$ cat src/rtl/traceback_unit.sv
// Traceback engine: walks the direction memory from an end cell back to the
// origin, emitting one alignment op (M/D/I) per valid/ready handshake.
module traceback_unit #(
    parameter int ROW_W = 10,
    parameter int COL_W = 10
) (
    input  logic                   i_clk,
    input  logic                   i_rst_n,
    input  logic                   i_start,
    input  logic [ROW_W-1:0]       i_row,
    input  logic [COL_W-1:0]       i_col,
    output logic                   o_mem_en,
    output logic [ROW_W-1:0]       o_mem_row,
    output logic [COL_W-1:0]       o_mem_col,
    input  logic [3:0]             i_mem_data,
    output logic [1:0]             o_op,
    output logic                   o_valid,
    input  logic                   i_ready,
    output logic                   o_busy,
    output logic                   o_done,
    output logic [ROW_W+COL_W:0]   o_len
);

    localparam int LEN_W = ROW_W + COL_W + 1;

    typedef enum logic [2:0] {S_IDLE, S_RD, S_CAP, S_EMIT, S_TAIL, S_DONE} state_t;
    typedef enum logic [1:0] {MAT_V, MAT_I, MAT_D} mat_t;
    typedef enum logic [1:0] {OP_M = 2'd0, OP_D = 2'd1, OP_I = 2'd2} op_t;

    state_t           state;
    mat_t             mat;
    logic [ROW_W-1:0] row;
    logic [COL_W-1:0] col;
    logic [3:0]       dir_r;

    op_t              step_op;
    mat_t             step_mat;
    logic [ROW_W-1:0] adv_row;
    logic [COL_W-1:0] adv_col;

    // dir = {d_dir, i_dir, v_dir[1:0]}; v_dir = 3 is illegal and decodes as M
    function automatic op_t pick_op(input logic [3:0] dir, input mat_t m);
        op_t op;
        case (m)
            MAT_D:   op = OP_D;
            MAT_I:   op = OP_I;
            default: begin
                case (dir[1:0])
                    2'd1:    op = OP_D;
                    2'd2:    op = OP_I;
                    default: op = OP_M;
                endcase
            end
        endcase
        return op;
    endfunction

    function automatic mat_t pick_mat(input logic [3:0] dir, input op_t op);
        mat_t m;
        case (op)
            OP_D:    m = dir[3] ? MAT_V : MAT_D;
            OP_I:    m = dir[2] ? MAT_V : MAT_I;
            default: m = MAT_V;
        endcase
        return m;
    endfunction

    // Coordinates after the op currently being offered (EMIT or TAIL)
    always_comb begin
        step_op  = pick_op(dir_r, mat);
        step_mat = pick_mat(dir_r, step_op);
        adv_row  = row;
        adv_col  = col;
        if (state == S_TAIL) begin
            if (row != '0) adv_row = row - ROW_W'(1);
            else           adv_col = col - COL_W'(1);
        end else begin
            if (step_op != OP_I) adv_row = row - ROW_W'(1);
            if (step_op != OP_D) adv_col = col - COL_W'(1);
        end
    end

    always_ff @(posedge i_clk or negedge i_rst_n) begin
        if (!i_rst_n) begin
            state     <= S_IDLE;
            mat       <= MAT_V;
            row       <= '0;
            col       <= '0;
            dir_r     <= '0;
            o_mem_en  <= 1'b0;
            o_mem_row <= '0;
            o_mem_col <= '0;
            o_op      <= '0;
            o_valid   <= 1'b0;
            o_busy    <= 1'b0;
            o_done    <= 1'b0;
            o_len     <= '0;
        end else begin
            case (state)
                S_IDLE: begin
                    if (i_start) begin
                        row    <= i_row;
                        col    <= i_col;
                        mat    <= MAT_V;
                        o_len  <= '0;
                        o_busy <= 1'b1;
                        if (i_row == '0 && i_col == '0) begin
                            state  <= S_DONE;
                            o_done <= 1'b1;
                        end else if (i_row == '0 || i_col == '0) begin
                            state   <= S_TAIL;
                            o_valid <= 1'b1;
                            o_op    <= (i_row != '0) ? OP_D : OP_I;
                        end else begin
                            state     <= S_RD;
                            o_mem_en  <= 1'b1;
                            o_mem_row <= i_row;
                            o_mem_col <= i_col;
                        end
                    end
                end
                S_RD: begin
                    o_mem_en <= 1'b0;
                    state    <= S_CAP;
                end
                // The op is decoded from the raw memory word here so that
                // o_op is already registered in the first EMIT cycle.
                S_CAP: begin
                    dir_r   <= i_mem_data;
                    o_op    <= pick_op(i_mem_data, mat);
                    o_valid <= 1'b1;
                    state   <= S_EMIT;
                end
                S_EMIT, S_TAIL: begin
                    if (i_ready) begin
                        row   <= adv_row;
                        col   <= adv_col;
                        o_len <= o_len + LEN_W'(1);
                        if (state == S_EMIT) mat <= step_mat;
                        // Reaching the origin skips an empty TAIL visit
                        if (adv_row == '0 && adv_col == '0) begin
                            state   <= S_DONE;
                            o_valid <= 1'b0;
                            o_done  <= 1'b1;
                        end else if (adv_row == '0 || adv_col == '0) begin
                            state   <= S_TAIL;
                            o_valid <= 1'b1;
                            o_op    <= (adv_row != '0) ? OP_D : OP_I;
                        end else begin
                            state     <= S_RD;
                            o_valid   <= 1'b0;
                            o_mem_en  <= 1'b1;
                            o_mem_row <= adv_row;
                            o_mem_col <= adv_col;
                        end
                    end
                end
                S_DONE: begin
                    o_done <= 1'b0;
                    o_busy <= 1'b0;
                    state  <= S_IDLE;
                end
                default: state <= S_IDLE;
            endcase
        end
    end

endmodule

$ cat config.mk
export PLATFORM = sky130hd
export DESIGN_NAME = traceback_unit
export DESIGN_NICKNAME = d
export VERILOG_FILES = /design/src/rtl/traceback_unit.sv
export SDC_FILE = /design/constraint.sdc
export NUM_CORES = 1
export LEC_CHECK = 0
export ABC_AREA = 0
export BUFFER_PORTS_ARGS = -buffer_cell sky130_fd_sc_hd__buf_2
export CORE_ASPECT_RATIO = 0.75
export CORE_MARGIN = 2
export CORE_UTILIZATION = 40
export CTS_CLUSTER_DIAMETER = 120
export DETAILED_ROUTE_END_ITERATION = 12
export HOLD_SLACK_MARGIN = 0.08
export PLACE_DENSITY = 0.61
export SYNTH_ARGS = -nofsm -noshare
export SYNTH_HDL_FRONTEND = slang
export SYNTH_SLANG_ARGS = --single-unit
$ cat constraint.sdc
create_clock -name i_clk -period 8.7 [get_ports i_clk]
set_clock_uncertainty 0.05 [all_clocks]
set_input_delay 1.74 -clock i_clk [delete_from_list [all_inputs] [get_ports i_clk]]
set_output_delay 1.74 -clock i_clk [all_outputs]
set_load 0.01 [all_outputs]
-- Word level (Yosys, flattened, before mapping)
Index checks and enable logic that the tools add are counted.
- register bits: 76
- output and inout bits: 47
- word-level logic and storage cells: 146
- $add $sub $neg: 3
- equal/unequal tests: 26
- muxes and demuxes: 77
- reduce and logical (&&, ||, !) cells: 27
- operator list (cell ; number):
    $mux W10 ; 22
    $pmux W10 S2 ; 4
    $mux W21 ; 2
    $pmux W21 S2 ; 1
    $logic_not A10 Y1 ; 4
    $reduce_bool A10 Y1 ; 3
    $mux W2 ; 12
    $ne A2 B2 Y1 const B ; 12
    $pmux W2 S2 ; 6
    $add A21 B1 Y21 const B ; 1
    $reduce_and A7 Y1 ; 3
    $sub A10 B1 Y10 const B ; 2
    $mux W1 ; 18
    $mux W3 ; 6
    $pmux W3 S4 ; 1
    $reduce_and A5 Y1 ; 2
    $pmux W1 S3 ; 3
    $reduce_bool A3 Y1 ; 3
    $eq A2 B1 Y1 const B ; 4
    $eq A2 B2 Y1 const B ; 4
    $eq A3 B2 Y1 const B ; 2
    $eq A3 B3 Y1 const B ; 2
    $pmux W2 S3 ; 1
    $reduce_and A2 Y1 ; 2
    other kinds (10) ; 13

-- Logic depth before layout (Yosys ltp)
Gate-level depths: netlist (run 1).
- depth in word-level cells: 12
- mapped depth: 19

-- Least setup slack after synthesis (run 1)
Ideal clock, no wire load.
- kind: flip-flop to flip-flop
- start point: register mat[0]
- end point: register o_op[1]
- data arrival time: 3.728 ns
- setup slack: 4.845 ns
- cell stages (with the launch flop): 17
- path buffers: 0
- cells stage by stage: dfrtp_1 inv_1 ha_1 nor2b_1 a31oi_1 inv_1 ha_1 nand2b_1 a2111oi_4 xnor2_1 nand4_1 ha_1 or2_2 a211oi_1 nand2_1 or3_1 o21ai_1
- longest elaborated chain between the ends: 11
- elaborated cells between the ends (all ways): 23
- classes of those cells: eq/ne (6); mux (11); reduce/logical (6)
- RTL lines (item ; RTL line ; source):
    start: declaration ; 31 ; mat_t mat;
    start signal: assignment ; 139 ; if (state == S_EMIT) mat <= step_mat;
    $eq A2 B1 Y1 or $eq A2 B2 Y1 (tied branches) ; 44 ; case (m)
    $pmux W2 S2 ; 44 ;
    $ne A2 B2 Y1 ; 78 ; if (step_op != OP_I) adv_row = row - ROW_W'(1);
    $mux W10 ; 78 ;
    $mux W10 ; 74 ; if (state == S_TAIL) begin
    $reduce_bool A10 Y1 ; 148 ; o_op <= (adv_row != '0) ? OP_D : OP_I;
    $mux W2 ; 148 ;
    $mux W2 ; 145 ; end else if (adv_row == '0 || adv_col == '0) begin
    $mux W2 ; 141 ; if (adv_row == '0 && adv_col == '0) begin
    $mux W2 ; 135 ; if (i_ready) begin
    $pmux W2 S3 ; 99 ; case (state)
    end signal: assignment ; 113 ; o_op <= (i_row != '0) ? OP_D : OP_I;
    end signal: assignment ; 130 ; o_op <= pick_op(i_mem_data, mat);
    end signal: assignment ; 148 ;
    end: declaration ; 16 ; output logic [1:0] o_op,
Several ways; a longest one is shown, not always the timed one. The select of a mux whose other input is x is not followed.
A chain may end at the register's enable or synchronous reset.

-- Final worst setup path (run 1)
- start point: register row[0]
- end point: register o_op[1]
- longest elaborated chain between the ends: 9
- elaborated cells between the ends (all ways): 20
- classes of those cells: add/sub (1); eq/ne (2); mux (10); reduce/logical (7)
- RTL lines (item ; RTL line ; source):
    start: declaration ; 32 ; logic [ROW_W-1:0] row;
    start signal: assignment ; 102 ; row <= i_row;
    start signal: assignment ; 136 ; row <= adv_row;
    $sub A10 B1 Y10 or $reduce_bool A10 Y1 (tied branches) ; 75, 78 ;
    $mux W10, on equally long branches ; 78, 75 ;
    $mux W10 ; 74 ;
    $reduce_bool A10 Y1 ; 148 ;
    $mux W2 ; 148 ;
    $mux W2 ; 145 ;
    $mux W2 ; 141 ;
    $mux W2 ; 135 ;
    $pmux W2 S3 ; 99 ;
Several ways; a longest one is shown, not always the timed one. The select of a mux whose other input is x is not followed.

==> results.yml, run 1 <==
clock_tree:
  path_clk_slew_ns: 0.06
  clockBufferDepth: 2
  postCtsResizedCells: 0
  cts_sinks: 76
  clkLatencyLatePin_ns: 0.34
  numCtsBuffers: 9
  cts_tree: "done"
  root_buffer: "clkbuf_16"
  ctsHtreeMaxLevel: 3
  cts_setup_buffers: 0
  holdBufCountCts: 0
worst_setup_path:
  crit_top_cell: "ha_1"
  start_kind: "flip-flop"
  critical_path.startpoint: "row[0]"
  crit_path_cell_trace: "inv_1 -> ha_1 -> nor3b_2 -> nand4_2 -> a2111oi_4 -> xnor2_1 -> nand4_1 -> ha_1 -> or2_2 -> a211oi_1 -> nand2_1 -> or3_1 -> o21ai_1"
  r2r-start: "row[0]"
  cp_max_fo: 14
  reg2reg_depth: 13
  slowest_delay_ns: 0.51
  crit_type: "flip-flop to flip-flop"
  cp-endpoint: "o_op[1]"
  end_kind: "flip-flop"
  r2r_slack_ns: 4.23
  cp.required_ns: 8.91
  worstPathArrival_ns: 4.68
  cp_slowest_cell: "a2111oi_4"
  rr_endpoint: "o_op[1]"
power_and_ir_drop:
  internal-power_mw: 1.058
  power_frac_seq_pct: 33.1
  switching_share_pct: 45.69
  clockPowerShare_pct: 17.7
  pwr-share-comb_pct: 49.2
  power_density_nw_per_um2: 353.9
  power.switching_mw: 0.8900
  ir_worst_vdd_mv: 0.1661
  p_leak_nw: 2.428
sta:
  rsz0062_at_grt: "false"
  hold_viol_final: 0
  timing.final.ws_setup_ns: 4.230
  tns_ns: 0
  final_max_slew_viol_count: 0
  worst-slew-pin-transition_ns: 0.9931
  fin_crit_sh_pct: 51.38
  period_minus_slack_ns: 4.470
  setup_viol: 0
  max_freq_mhz: 223.7
  slew_headroom_pct: 33.79
cells_and_area:
  n_antenna_cell: 0
  multi_input_area_um2: 2644
  num-nets-final: 643
  regArea_um2: 1902
  finalNonFillerCells: 768
  layout-drive-gt1-share_pct: 19.64
  num-fill-cells: 1176
  area_growth_pct: 16.13
synthesis:
  synth_mux_area_share_pct: 2.957
  ys_seq_area_share_pct: 40.13
  syn_avg_cell_area_um2: 8.745
  synth.net_count: 582
  synth-xor-area-share_pct: 5.913
  synth_area_leader_cell: "dfrtp_1"
  syn_inst: 542
  synth_top_family_by_area: "simple AND/OR/NAND/NOR gates"
  syn_area_um2: 4740
  synth_compound_area_share_pct: 21.38
  synth-main-ff-cell: "dfrtp_1"
  synth-adder-area-share_pct: 3.168
  yosys-top-cells-area: "dfrtp_1 40%, nor2_1 5.9%, nand2_1 4.6%, a21oi_1 3.5%, xor2_1 3.3%"
  ys_async_sr_fraction_pct: 100.0
  synth_seq_cells: 76
  yosysWarningCount: 0
  synth-simple-area-share_pct: 22.04
  synth_edf_count: 0
  synth.distinct_cells: 64
  yosysTopAreaCellShare_pct: 40.13
die:
  ios: 75
  die_y_um: 98.27
  start_util_pct: 40.96
  core_area_um2: 11570
  die_w_um: 129.7
  fp-row-count: 34
  dieArea_um2: 12740
global_route:
  first_global_vias: 4033
  grt_max_degree: 77
  grt.total_usage_pct: 21.09
  overflow: 0
  grt_first_pass_wirelength_mm: 21.19
  antenna_found_initial: 0
placed_design:
  globalplace.congestion: 0.8966
  place_ws_ns: 4.274
  port_buffers: 74
  dp.cells: 754
  dp_hpwl_mm: 9.178
detailed_routing:
  drtIter0Drc: 397
  wirelength_mm: 12.92
  dr_total_vias: 4282
  antenna_left: 0
  first_pass_iters: 5
  drcViolationCount: 0
  viasPerCell: 5.576
  wire_per_inst_um: 16.82
worst_hold_path:
  min_path_type: "flip-flop to flip-flop"
outcome:
  outcome: "finished clean"
run:
  cap_violations: 0
placed cells by master (no fill, tap or decap), types with 4 or more instances in the layout:
cell	n
o22ai_1	4
and3_1	4
or3_1	6
nor3_1	10
ha_1	12
a21oi_1	32
nand3_1	18
o211ai_1	7
a22o_1	4
o22a_1	6
o21ai_0	29
xor2_1	18
mux2_2	8
mux2i_1	5
nor2_1	75
dfrtp_1	76
inv_1	23
buf_4	5
a31oi_1	9
xnor2_1	14
a211oi_1	7
and4_1	4
clkbuf_16	9
buf_2	73
o31ai_1	12
nand2b_1	6
nand2_1	58
nand4_1	11
worst max-delay path, delay by kind of cell (launching register included):
family / cells / cell delay, ns
AND/OR/NAND/NOR: 6 / 1.92
AO/OA/AOI/OAI: 3 / 1.13
adder cells (fa/ha/maj): 2 / 0.53
flip-flops: 1 / 0.41
XOR/XNOR: 1 / 0.23
buffers and inverters: 1 / 0.13
cell type report:
class,instances,share of cell area [%]
multi-input combinational,415,48.03
sequential,76,34.55
timing repair buffer,78,7.320
clock buffer,10,4.342
tap,162,3.683
inverter,23,1.569
clock inverter,4,0.5001
state kept, by name, indices dropped and copies added, names as in the netlist:
name / cells
o_mem_row: 10
o_busy: 1
state: 3
col: 10
o_done: 1
dir_r: 4
row: 10
o_mem_col: 10
mat: 2
o_mem_en: 1
o_valid: 1
o_len: 21
o_op: 2
logic make-up (layout without fill, tap and decap cells):
kind of cell	Yosys count	in the layout
AOI/OAI and AO/OA	142	142
xor gates and xnor gates	32	32
adders and majority gates	12	12
buffers and inverters	51	115
DFF	76	76
muxes	13	13
and+or+nand+nor	216	216
power by group through the flow:
stage	Combinational, mW	Sequential [mW]	Clock [mW]
after CTS	0.960	0.643	0.352
after global routing	1.07	0.666	0.370
after detailed placement	0.953	0.647	0
final	0.958	0.645	0.345
after floorplan	0.702	0.609	0
after global placement	0.932	0.644	0
per-stage QoR:
step | total power [mW] | util (%) | cell area (um^2) | hold WS (ns)
global route | 2.108 | 47.57 | 5504 | 0.4477
global placement | 1.576 | 45.26 | 5238 | 0.4124
detailed placement | 1.601 | 45.26 | 5238 | 0.4151
CTS | 1.955 | 47.57 | 5504 | 0.4301
floorplan | 1.311 | - | 4740 | 0.3964
finish | 1.948 | 47.57 | 5504 | 0.4249
Yosys cell counts (all sizes together) (3+ instances only):
| master | count |
|---|---|
| and3 | 4 |
| nand2b | 6 |
| o31ai | 12 |
| and4 | 4 |
| and2 | 3 |
| a211oi | 8 |
| xnor2 | 14 |
| nor3b | 4 |
| a21o | 3 |
| a32o | 3 |
| mux2 | 8 |
| o21ai | 33 |
| clkbuf | 19 |
| mux2i | 5 |
| buf | 9 |
| nand3 | 18 |
| or3 | 6 |
| a22o | 4 |
| nor3 | 10 |
| nor2 | 75 |
| o211ai | 7 |
| o22a | 6 |
| dfrtp | 76 |
| xor2 | 18 |
| nand2 | 58 |
| a2111oi | 5 |
| nor4 | 4 |
| a21oi | 34 |
| inv | 23 |
| nand4 | 12 |
| a41oi | 3 |
| nor2b | 3 |
| o22ai | 4 |
| a31oi | 9 |
| ha | 12 |
routing by layer:
metal  part of all wire [%]  vias up  GRT usage (%)
met2                     41      133          29.36
met1                     51     2070          32.79
li1                       -     2063              -
met5                      0        -              0
met3                    5.8       16          4.548
met4                    1.4        0          5.624
worst min-delay path by stage:
stage                             from           end  slack [ns]  cells after the start
final                     o_mem_row[4]  o_mem_row[4]        0.42                      1
after global routing      o_mem_row[2]  o_mem_row[2]        0.45                      1
after CTS                 o_mem_row[2]  o_mem_row[2]        0.43                      1
after detailed placement  o_mem_row[2]  o_mem_row[2]        0.42                      1
after global placement    o_mem_row[4]  o_mem_row[4]        0.41                      1
after floorplan               dir_r[3]      dir_r[3]        0.40                      2
Note: power is estimated with default switching activity, not from simulation.
==> inputs of run 2 (changes only) <==
PLACE_DENSITY = 0.63   (was 0.61)
clock period = 3.6 ns   (was 8.7 ns; I/O delays follow)
==> run 2 against run 1 <==
The run now ends with negative setup slack left. Die area did not move. Cell area grew 17%. Critical endpoint is now o_mem_row[2]. Via count up 11%. Highest routed layer unchanged. Core utilization is 8.3 points higher. Wire length is 13% higher. Largest power group unchanged. Final cell count rose by 9.2%.
==> results.yml, run 2 (synthesis gave the netlist of run 1 again) <==
power_and_ir_drop:
  pwr-share-comb_pct: 59.0
  power.switching_mw: 2.590
  ir_worst_vdd_mv: 0.4541
  switching_share_pct: 43.43
  internal-power_mw: 3.373
  finalPower_mw: 5.963
  clockPowerShare_pct: 15.6
  power_frac_seq_pct: 25.5
  power_density_nw_per_um2: 922.2
  p_leak_nw: 2.912
worst_setup_path:
  cp.required_ns: 3.78
  worstPathArrival_ns: 3.88
  crit_type: "flip-flop to flip-flop"
  end_kind: "flip-flop"
  cp_max_fo: 5
  start_kind: "flip-flop"
die:
  ios: 75
  start_util_pct: 40.96
  fp-row-count: 34
  die_y_um: 98.27
  die_w_um: 129.7
  core_area_um2: 11570
  dieArea_um2: 12740
sta:
  hold_viol_final: 0
  worst-slew-pin-transition_ns: 1.208
  rsz0062_at_grt: "true"
  max_freq_mhz: 270.6
  timing.final.ws_setup_ns: -0.09502
  setup_viol: 21
  fin_crit_sh_pct: 102.6
  slew_headroom_pct: 19.15
  final_max_slew_viol_count: 0
  period_minus_slack_ns: 3.695
detailed_routing:
  wire_per_inst_um: 17.37
  dr_total_vias: 4745
  viasPerCell: 5.656
  wirelength_mm: 14.57
  drcViolationCount: 0
  antenna_left: 0
  first_pass_iters: 5
  drtIter0Drc: 406
cells_and_area:
  fin_area_um2: 6466
  layout-drive-gt1-share_pct: 34.12
  largest_register_ffs: 21
  num-fill-cells: 1089
  regArea_um2: 1902
  final_cell_mix: "76 x dfrtp_1, 73 x nor2_1, 73 x buf_2, 67 x buf_4, 50 x nand2_1"
  regMostFlops: "o_len"
  n_antenna_cell: 0
  layout_commonest_cell: "dfrtp_1"
  multi_input_area_um2: 2933
  num-nets-final: 712
  finalNonFillerCells: 839
  area_growth_pct: 36.43
clock_tree:
  cts_tree: "done"
  clkLatencyLatePin_ns: 0.34
  numCtsBuffers: 9
  path_clk_slew_ns: 0.06
  cts_sinks: 76
  root_buffer: "clkbuf_16"
  ctsHtreeMaxLevel: 3
  holdBufCountCts: 0
  clockBufferDepth: 2
global_route:
  grt_max_degree: 77
  first_global_vias: 4565
  antenna_found_initial: 0
  grt_first_pass_wirelength_mm: 23.38
  grt.total_usage_pct: 23.18
  overflow: 0
worst_hold_path:
  min_path_type: "flip-flop to flip-flop"
run:
  cap_violations: 0
placed_design:
  port_buffers: 74
  dp_hpwl_mm: 9.646
  dpl_cell_area_um2: 5618
  dp.cells: 798
  globalplace.congestion: 0.9054
  place_ws_ns: -0.2163
outcome:
  outcome: "complete, but fails checks"
  violations: "negative setup slack"
## run 2: cell types whose count changed in the layout (fill, tap and decap cells not counted), moves of 6 or more
cell / delta
buf_4: +62
ha_1: -7
nand2_1: -8
o21ai_0: -6
## run 2: cell type report
class                   count  area share (%)
repair buffers            147           16.06
clock inverters             5          0.9481
clock buffers              11           3.754
inverters                  23           1.335
well taps                 162           3.135
flip-flops and latches     76           29.41
multi-input cells         415           45.36
## run 2: per-layer routing
layer  vias to the layer above  global-route usage, %  wire [um]
met3                        15                  4.164        941
li1                       2218                      -          -
met1                      2318                  33.73       6720
met5                         -                      0          0
met4                         0                  6.121        225
met2                       194                  35.60       6684
## run 2: metrics by stage
step                      hold slack [ns]  util, %  setup TNS (ns)
final                              0.4264    55.88          -1.377
after global routing               0.4548    55.88          -5.208
after CTS                          0.4305    54.03         -0.4633
after detailed placement           0.4138    48.55          -2.290
after global placement             0.4112    48.55         -0.2542
after floorplan                    0.3744        -               0
## run 2: worst max-delay path, cell delays in order (launching register included)
cell and delay (ns):
dfrtp_1 0.41, ha_4 0.35, nor2b_4 0.07, a31oi_4 0.19, inv_2 0.07, ha_4 0.17
nand2b_4 0.16, a2111oi_4 0.43, xnor2_2 0.14, and4_4 0.17, ha_4 0.16, a211o_1 0.30
a211oi_4 0.27, o21ai_4 0.17, buf_12 0.18, buf_16 0.14, a21o_1 0.17
## run 2: power by group through the flow
stage	clock, mW	combinational (mW)	sequential (mW)
after floorplan	0	1.73	1.47
after global placement	0	2.66	1.49
after detailed placement	0	2.72	1.50
after CTS	0.953	3.17	1.50
after global routing	0.980	3.81	1.56
final	0.930	3.52	1.52
## run 2: path summary, 6_finish.rpt
check	from	cells past startpoint	end	slack (ns)
min in group asynchronous	i_rst_n	1	o_len[8]	0.49
hold reg to reg	dir_r[2]	2	dir_r[2]	0.43
max in group asynchronous	i_rst_n	1	row[7]	2.34
hold / removal	dir_r[2]	2	dir_r[2]	0.43
setup reg to reg	mat[1]	16	o_mem_row[2]	-0.1
setup / recovery	mat[1]	16	o_mem_row[2]	-0.1
## run 2: what timing repair did
item	4_1_cts	5_1_grt
endpoints found under the setup margin	22	24
gates resized for setup	37	24
cloned	2	3
buffers inserted	16	5
pin swaps	4	21
